===== src/rtl/code_lock_if.sv =====
// Key-entry interface between the keypad/comparator side and the code lock FSM.
// The master drives key strobes and the comparator result; the slave returns the digit index and status.
interface code_lock_if #(
    parameter int IDX_W = 2
);
    logic             key_valid;
    logic             aeqb;
    logic             clear;
    logic [IDX_W-1:0] digit_idx;
    logic             unlocked;
    logic             alarm;
    logic [1:0]       fail_cnt;

    modport master (
        output key_valid,
        output aeqb,
        output clear,
        input  digit_idx,
        input  unlocked,
        input  alarm,
        input  fail_cnt
    );

    modport slave (
        input  key_valid,
        input  aeqb,
        input  clear,
        output digit_idx,
        output unlocked,
        output alarm,
        output fail_cnt
    );
endinterface


===== src/rtl/code_lock_fsm.sv =====
// Multi-digit code lock: walks the code ROM index, tracks a sticky per-attempt error,
// unlocks for a fixed time on a good entry and latches an alarm after repeated failures.
module code_lock_fsm #(
    parameter int CODE_LEN      = 4,
    parameter int IDX_W         = 2,
    parameter int MAX_FAIL      = 3,
    parameter int UNLOCK_CYCLES = 8
) (
    input  logic          clk,
    input  logic          reset,
    code_lock_if.slave    bus
);
    localparam int TMR_W = (UNLOCK_CYCLES > 1) ? $clog2(UNLOCK_CYCLES) : 1;
    localparam logic [IDX_W-1:0] LAST_IDX = IDX_W'(CODE_LEN - 1);

    typedef enum logic [1:0] {
        ENTRY  = 2'd0,
        UNLOCK = 2'd1,
        ALARM  = 2'd2
    } state_t;

    state_t           state_q, state_d;
    logic [IDX_W-1:0] idx_q, idx_d;
    logic             err_q, err_d;
    logic [1:0]       fail_q, fail_d;
    logic [TMR_W-1:0] tmr_q, tmr_d;

    always_ff @(posedge clk) begin
        if (reset) begin
            state_q <= ENTRY;
            idx_q   <= '0;
            err_q   <= 1'b0;
            fail_q  <= 2'd0;
            tmr_q   <= '0;
        end else begin
            state_q <= state_d;
            idx_q   <= idx_d;
            err_q   <= err_d;
            fail_q  <= fail_d;
            tmr_q   <= tmr_d;
        end
    end

    always_comb begin
        state_d = state_q;
        idx_d   = idx_q;
        err_d   = err_q;
        fail_d  = fail_q;
        tmr_d   = tmr_q;
        case (state_q)
            ENTRY: begin
                // clear wins over a simultaneous key, which is dropped
                if (bus.clear) begin
                    idx_d = '0;
                    err_d = 1'b0;
                end else if (bus.key_valid) begin
                    if (idx_q == LAST_IDX) begin
                        idx_d = '0;
                        err_d = 1'b0;
                        if (!err_q && bus.aeqb) begin
                            state_d = UNLOCK;
                            fail_d  = 2'd0;
                            tmr_d   = TMR_W'(UNLOCK_CYCLES - 1);
                        end else if (fail_q + 2'd1 == 2'(MAX_FAIL)) begin
                            state_d = ALARM;
                            fail_d  = 2'(MAX_FAIL);
                        end else begin
                            fail_d = fail_q + 2'd1;
                        end
                    end else begin
                        idx_d = idx_q + 1'b1;
                        err_d = err_q | ~bus.aeqb;
                    end
                end
            end
            UNLOCK: begin
                idx_d = '0;
                if (bus.clear || tmr_q == '0) begin
                    state_d = ENTRY;
                end else begin
                    tmr_d = tmr_q - 1'b1;
                end
            end
            ALARM: begin
                idx_d = '0;
                if (bus.clear) begin
                    state_d = ENTRY;
                    fail_d  = 2'd0;
                end
            end
            default: begin
                state_d = ENTRY;
                idx_d   = '0;
                err_d   = 1'b0;
            end
        endcase
    end

    assign bus.digit_idx = idx_q;
    assign bus.unlocked  = (state_q == UNLOCK);
    assign bus.alarm     = (state_q == ALARM);
    assign bus.fail_cnt  = fail_q;
endmodule


===== src/flat_wrapper.sv =====
// flat-port wrapper written by rule: the top's interface ports become plain ports
module code_lock_fsm_flat 
#(
    parameter int CODE_LEN      = 4,
    parameter int IDX_W         = 2,
    parameter int MAX_FAIL      = 3,
    parameter int UNLOCK_CYCLES = 8
)
  (clk, reset, bus_key_valid, bus_aeqb, bus_clear, bus_digit_idx, bus_unlocked, bus_alarm, bus_fail_cnt);
  code_lock_if #(.IDX_W(IDX_W)) bus_i ();
  input  logic clk;
  input  logic reset;
  input wire logic [$bits(bus_i.key_valid)-1:0] bus_key_valid;
  input wire logic [$bits(bus_i.aeqb)-1:0] bus_aeqb;
  input wire logic [$bits(bus_i.clear)-1:0] bus_clear;
  output wire logic [$bits(bus_i.digit_idx)-1:0] bus_digit_idx;
  output wire logic [$bits(bus_i.unlocked)-1:0] bus_unlocked;
  output wire logic [$bits(bus_i.alarm)-1:0] bus_alarm;
  output wire logic [$bits(bus_i.fail_cnt)-1:0] bus_fail_cnt;
  assign bus_i.key_valid = bus_key_valid;
  assign bus_i.aeqb = bus_aeqb;
  assign bus_i.clear = bus_clear;
  assign bus_digit_idx = bus_i.digit_idx;
  assign bus_unlocked = bus_i.unlocked;
  assign bus_alarm = bus_i.alarm;
  assign bus_fail_cnt = bus_i.fail_cnt;
  code_lock_fsm #(.CODE_LEN(CODE_LEN), .IDX_W(IDX_W), .MAX_FAIL(MAX_FAIL), .UNLOCK_CYCLES(UNLOCK_CYCLES)) u_core (.clk(clk), .reset(reset), .bus(bus_i));
endmodule

===== config.mk =====
export PLATFORM = sky130hd
export DESIGN_NAME = code_lock_fsm_flat
export DESIGN_NICKNAME = d
export VERILOG_FILES = /design/src/rtl/code_lock_if.sv /design/src/rtl/code_lock_fsm.sv /design/src/flat_wrapper.sv
export SDC_FILE = /design/constraint.sdc
export NUM_CORES = 1
export LEC_CHECK = 0
export ABC_CLOCK_PERIOD_IN_PS = 1900
export BUFFER_PORTS_ARGS = -buffer_cell sky130_fd_sc_hd__buf_2
export CAP_MARGIN = 20
export CORE_MARGIN = 2
export CORE_UTILIZATION = 40
export CTS_CLUSTER_DIAMETER = 200
export DETAILED_ROUTE_END_ITERATION = 10
export MAX_ROUTING_LAYER = met4
export PLACE_DENSITY = 0.71
export SYNTH_ARGS = -nofsm -noshare
export SYNTH_HDL_FRONTEND = slang
export SYNTH_SLANG_ARGS = --single-unit

===== constraint.sdc =====
create_clock -name clk -period 1.9 [get_ports clk]
set_input_delay 0.38 -clock clk [delete_from_list [all_inputs] [get_ports clk]]
set_output_delay 0.38 -clock clk [all_outputs]
set_load 0.02 [all_outputs]

==> results.toml, run 1 <==
[status]
status = "completed"

[min_path]
hp-class = "in2reg"

[timing]
timing.hold.ws_ps = 383
drv_slew = 0
max_freq_ghz = 0.578
fin_setup_tns_ps = 0
rsz0062_at_grt = "false"
fin_crit_ps = 1730
setup_viol = 0
tightestPinTransition_ps = 374
final.setup_skew_ps = 5.88
period_share = 0.910
hold_viol_final = 0
slew_headroom = 0.749

[logic_synthesis]
avgSynthCellArea_um2 = 8.86
synth_top_area_share = 0.318
synth_top_family_by_area = "simple AND/OR/NAND/NOR gates"
yosys.area_share.simple = 0.219
synth_fp_nets = 83
synth_area_um2 = 629
synth_cell_type_count = 23
synth_seq_area_share = 0.318
synth_edf_count = 0
synthFlopType = "dfxtp_1"
synthAdderAreaFrac = 0.139
ys_ff_latch = 10
yosysWarningCount = 0
synth.top_cells.by_area = "dfxtp_1 (32%), ha_1 (14%), inv_1 (5.4%)"
yosys.area.top_type = "dfxtp_1"
ys_async_sr_fraction = 0
syn_inst = 71
synth_xor_area_frac = 0
synth-compound-area-share = 0.205
muxShareOfSynthArea = 0.0477

[clock_tree]
cts.sinks = 10
cts_tree = "yes"
clk_pin_slew_ps = 70
cts_max_path_buffers = 2
cts_made_buffers = 3
cts_hold_buf = 0
cts_post_setup_buffers_inserted = 0
clockRootBuffer = "clkbuf_4"
clock_latency_ps = 280
htreeDepth = 1
cts-resized-gates = 0

[drt]
drt_first_pass_iters = 3
via_per_inst = 5.30
drc = 0
wl_per_cell_um = 12.2
routed_wl_mm = 1.20
via_count = 519
drtIter0Drc = 5
ant_nets = 0

[die]
die_h_um = 43.7
initial_core_util = 0.423
core_area_um2 = 1490
io_pins = 11
die_area_um2 = 1910
die_w_um = 43.7
core.rowCount = 14

[power_and_ir_drop]
vdd_drop_max_mv = 0.341
total_power_w = 0.000398
p_per_area_nw_per_um2 = 560
power_leakage_nw = 0.305

[global_route]
grt_remaining_overflow = 0
grt_max_degree = 10
antenna_found_initial = 0
grt_pass1_vias = 487
grt_pass1_wl_mm = 2.13
grt_use_total = 0.159

[finish]
diodes = 0
nets = 96
drive_above_1_share = 0.232
area_growth_pct = 12.9
fin_util = 0.477
final_area_um2 = 711

[critical_path]
crit_path_start_kind = "flip-flop"
crit_path_end_kind = "flip-flop"
cp_max_fo = 4
crit_type = "reg2reg"
cp.arrival_ps = 1890
worstPathRequired_ps = 2070

[placed_design]
port_buffers = 10
dp_hpwl_um = 938
dpl-instance-area_um2 = 688
place_congestion = 0.790

[run]
max_cap_viol_count = 0
-- through the flow --
stage	worst slack (ps)	cells
floorplan	358	71
global placement	261	95
detailed placement	198	95
CTS	182	98
global route	65.8	98
finish	170	98
-- logic make-up after synthesis --
group	count (synthesis)
buffers and inverters	11
DFF	10
AOI/OAI and AO/OA	16
and+or+nand+nor	24
muxes	3
adders and majority gates	7
-- state kept, by name, indices dropped and copies added, names as in the netlist --
name and flops:
u_core.bus.digit_idx 2, u_core.bus.fail_cnt 2, u_core.err_q 1, u_core.state_q 2, u_core.tmr_q 3
-- cell usage in the layout, fill, tap and decap left out --
cell and instances:
o21ai_0 3, mux2i_1 3, o31ai_1 1, nand3b_1 1, nor2b_1 1, a21oi_1 3
clkbuf_4 3, o221a_2 2, nand4b_4 1, nor2_1 7, buf_2 10, and3b_2 1
or4_1 1, nor3_1 3, nand2_1 6, ha_1 7, o32ai_2 1, dfxtp_1 10
a211oi_1 4, a221oi_2 1, inv_1 9, o21bai_1 1, nand2b_1 3
-- cells in the mapped netlist (all sizes together) (2+ instances only) --
cell / instances
a211oi: 4
a21oi: 3
dfxtp: 10
ha: 7
inv: 9
mux2i: 3
nand2: 6
nand2b: 3
nor2: 7
nor3: 3
o21ai: 3
o221a: 2
-- metal layers --
metal | global-route usage | wire length, µm | share of wire | vias up
met5 | - | 0 | 0 | -
met4 | 0.0545 | 19 | 0.016 | 0
met3 | 0.0750 | 58 | 0.048 | 4
met2 | 0.224 | 537 | 0.45 | 9
met1 | 0.198 | 584 | 0.49 | 232
li1 | - | - | - | 274
-- power by group --
group          internal (W)  total [W]  switching (W)
clock             0.0000735   0.000151      0.0000778
combinational     0.0000127  0.0000321      0.0000194
sequential         0.000212   0.000215     0.00000220
-- critical path: stages (launching register included) --
cell	delay, ps
dfxtp_1	360
inv_1	60
ha_1	200
ha_1	180
nand2b_1	200
a21oi_1	290
nor2_1	80
o221a_2	240
-- worst paths after layout --
path / depth (start not counted) / slack [ps] / from / to
max: 7 / 170 / u_core.tmr_q[0]$_SDFFE_PP0P_ / u_core.state_q[1]$_SDFFE_PP0P_
min reg2reg: 1 / 490 / u_core.tmr_q[0]$_SDFFE_PP0P_ / u_core.tmr_q[0]$_SDFFE_PP0P_
min: 2 / 380 / reset / u_core.tmr_q[2]$_SDFFE_PP0P_
max reg2reg: 7 / 170 / u_core.tmr_q[0]$_SDFFE_PP0P_ / u_core.state_q[1]$_SDFFE_PP0P_
-- area by class of cell --
cell class	instances	area, µm²
fill	151	778
multi-input combinational	50	384
sequential	10	200
timing repair buffer	10	50.0
inverter	9	33.8
clock buffer	3	22.5
tap	16	20.0
Power figures use the tool's default switching activity.
==> run 2: changes to the inputs <==
SETUP_SLACK_MARGIN = 0.2   (was unset)
==> run 2 against run 1 <==
Sequential cell count unchanged. Register-to-register slack improved by 140 ps. First-iteration DRC count increased by 140%. Setup slack improved by 140 ps. Hold slack got worse by 12 ps. Sequential share of layout area decreased by 1.3 points.
==> results.toml, run 2 (synthesis gave the netlist of run 1 again) <==
[clock_tree]
cts.sinks = 10
cts_max_path_buffers = 2
htreeDepth = 1
clockRootBuffer = "clkbuf_4"
clk_pin_slew_ps = 70
cts_hold_buf = 0
clock_latency_ps = 280
cts_tree = "yes"
cts_made_buffers = 3
cts_post_setup_buffers_inserted = 0

[finish]
layout.cells.non_filler = 98
final_common_cell = "buf_2"
fin_util = 0.504
nets = 96
final_cell_mix = "buf_2 (10), inv_1 (9), dfxtp_1 (9), nor2_1 (7)"
drive_above_1_share = 0.317
area_growth_pct = 19.3
regMostFlops = "u_core.tmr_q"
multiInputGateArea_um2 = 423
diodes = 0
nFillCells = 151
largest_reg_flops = 3
seqCellArea_um2 = 201

[placed_design]
place_congestion = 0.790
dp_hpwl_um = 938
port_buffers = 10
dp.cells = 95

[die]
die_h_um = 43.7
core.rowCount = 14
die_area_um2 = 1910
io_pins = 11
die_w_um = 43.7
initial_core_util = 0.423
core_area_um2 = 1490

[global_route]
antenna_found_initial = 0
grt_pass1_vias = 492
grt_pass1_wl_mm = 2.16
grt_use_total = 0.162
grt_max_degree = 10
grt_remaining_overflow = 0

[min_path]
hp-class = "in2reg"

[timing]
slew_headroom = 0.776
period_share = 0.839
final.setup_skew_ps = 7.19
hold_viol_final = 0
fin_setup_tns_ps = 0
setup_viol = 0
rsz0062_at_grt = "false"
tightestPinTransition_ps = 337
drv_slew = 0
fin_crit_ps = 1590
max_freq_ghz = 0.627

[drt]
drtIter0Drc = 12
route.met3.wl_um = 62
met1_length_um = 580
wl_met2_um = 573
wl_per_cell_um = 12.6
via_per_inst = 5.35
via_count = 524
drt_first_pass_iters = 4
routed_wl_mm = 1.23
drc = 0
top_layer_used = "met4"
ant_nets = 0

[critical_path]
cpMostUsedCell = "ha_1"
worstPathRequired_ps = 2100
crit_type = "reg2reg"
worstPathCellList = "inv_1 > ha_1 > ha_1 > nand2b_4 > a221oi_4 > nor2_1 > a211oi_2"
endpoint = "u_core.tmr_q[0]$_SDFFE_PP0P_"
cp_max_fo = 4
cp_slowest_cell = "dfxtp_2"
rrSetupSlack_ps = 310
cp.arrival_ps = 1790
r2r_start = "u_core.tmr_q[0]$_SDFFE_PP0P_"
cp-startpoint = "u_core.tmr_q[0]$_SDFFE_PP0P_"
crit_path_start_kind = "flip-flop"
slowest_delay_ps = 350
r2r-end = "u_core.tmr_q[0]$_SDFFE_PP0P_"
crit_path_end_kind = "flip-flop"
r2r_cells = 7

[status]
status = "completed"

[power_and_ir_drop]
power_leakage_nw = 0.321
vdd_drop_max_mv = 0.345
p_per_area_nw_per_um2 = 533

[run]
max_cap_viol_count = 0
-- run 2: cell counts in the layout (fill, tap and decap cells not counted) --
Identical to the previous run, type by type.
-- run 2: timing repair --
| item | CTS | global route |
|---|---|---|
| resized for setup | 1 | 8 |
| endpoints found under the setup margin | 1 | 8 |
| pin swaps | 0 | 2 |
| cloned | 0 | 0 |
-- run 2: critical path, delay by kind of cell (launching register included) --
family                     cells  cell delay [ps]
DFF                            1              350
adders and majority gates      2              390
and+or+nand+nor                2              250
buffers and inverters          1               50
AOI/OAI and AO/OA              2              480
-- run 2: power breakdown --
group          switching [W]  internal, W  leakage [nW]
logic              0.0000208    0.0000130         0.226
clock network      0.0000786    0.0000735        0.0138
registers         0.00000212     0.000212        0.0814
total               0.000102     0.000299         0.321
-- run 2: stage by stage --
step | power (W) | instance area, µm² | worst slack (ps) | hold WS (ps)
final | 0.000400 | 751 | 306 | 371
after global routing | 0.000421 | 751 | 203 | 387
after CTS | 0.000406 | 714 | 184 | 373
after detailed placement | 0.000252 | 688 | 198 | 469
after global placement | 0.000251 | 688 | 261 | 451
after floorplan | 0.000242 | 629 | 358 | 437
-- run 2: final cells by class --
cell class	count	area share
inverters	9	0.0450
clock buffers	3	0.0300
repair buffers	10	0.0667
flip-flops and latches	10	0.268
multi-input cells	50	0.563
well taps	16	0.0267
-- run 2: how the worst min path moves through the flow --
stage / slack (ps) / end / cells past startpoint / start
finish: 370 / u_core.tmr_q[0]$_SDFFE_PP0P_ / 2 / reset
global route: 390 / u_core.tmr_q[0]$_SDFFE_PP0P_ / 2 / reset
CTS: 370 / u_core.tmr_q[0]$_SDFFE_PP0P_ / 2 / reset
detailed placement: 470 / u_core.bus.fail_cnt[1]$_SDFFE_PP0P_ / 2 / u_core.bus.fail_cnt[1]$_SDFFE_PP0P_
global placement: 450 / u_core.tmr_q[0]$_SDFFE_PP0P_ / 1 / u_core.tmr_q[0]$_SDFFE_PP0P_
floorplan: 440 / u_core.tmr_q[0]$_SDFFE_PP0P_ / 1 / u_core.tmr_q[0]$_SDFFE_PP0P_
-- run 2: routing by layer --
layer | vias to the layer above | track usage
li1 | 273 | -
met1 | 238 | 0.198
met2 | 11 | 0.232
met3 | 2 | 0.0750
met4 | 0 | 0.0545
met5 | - | -
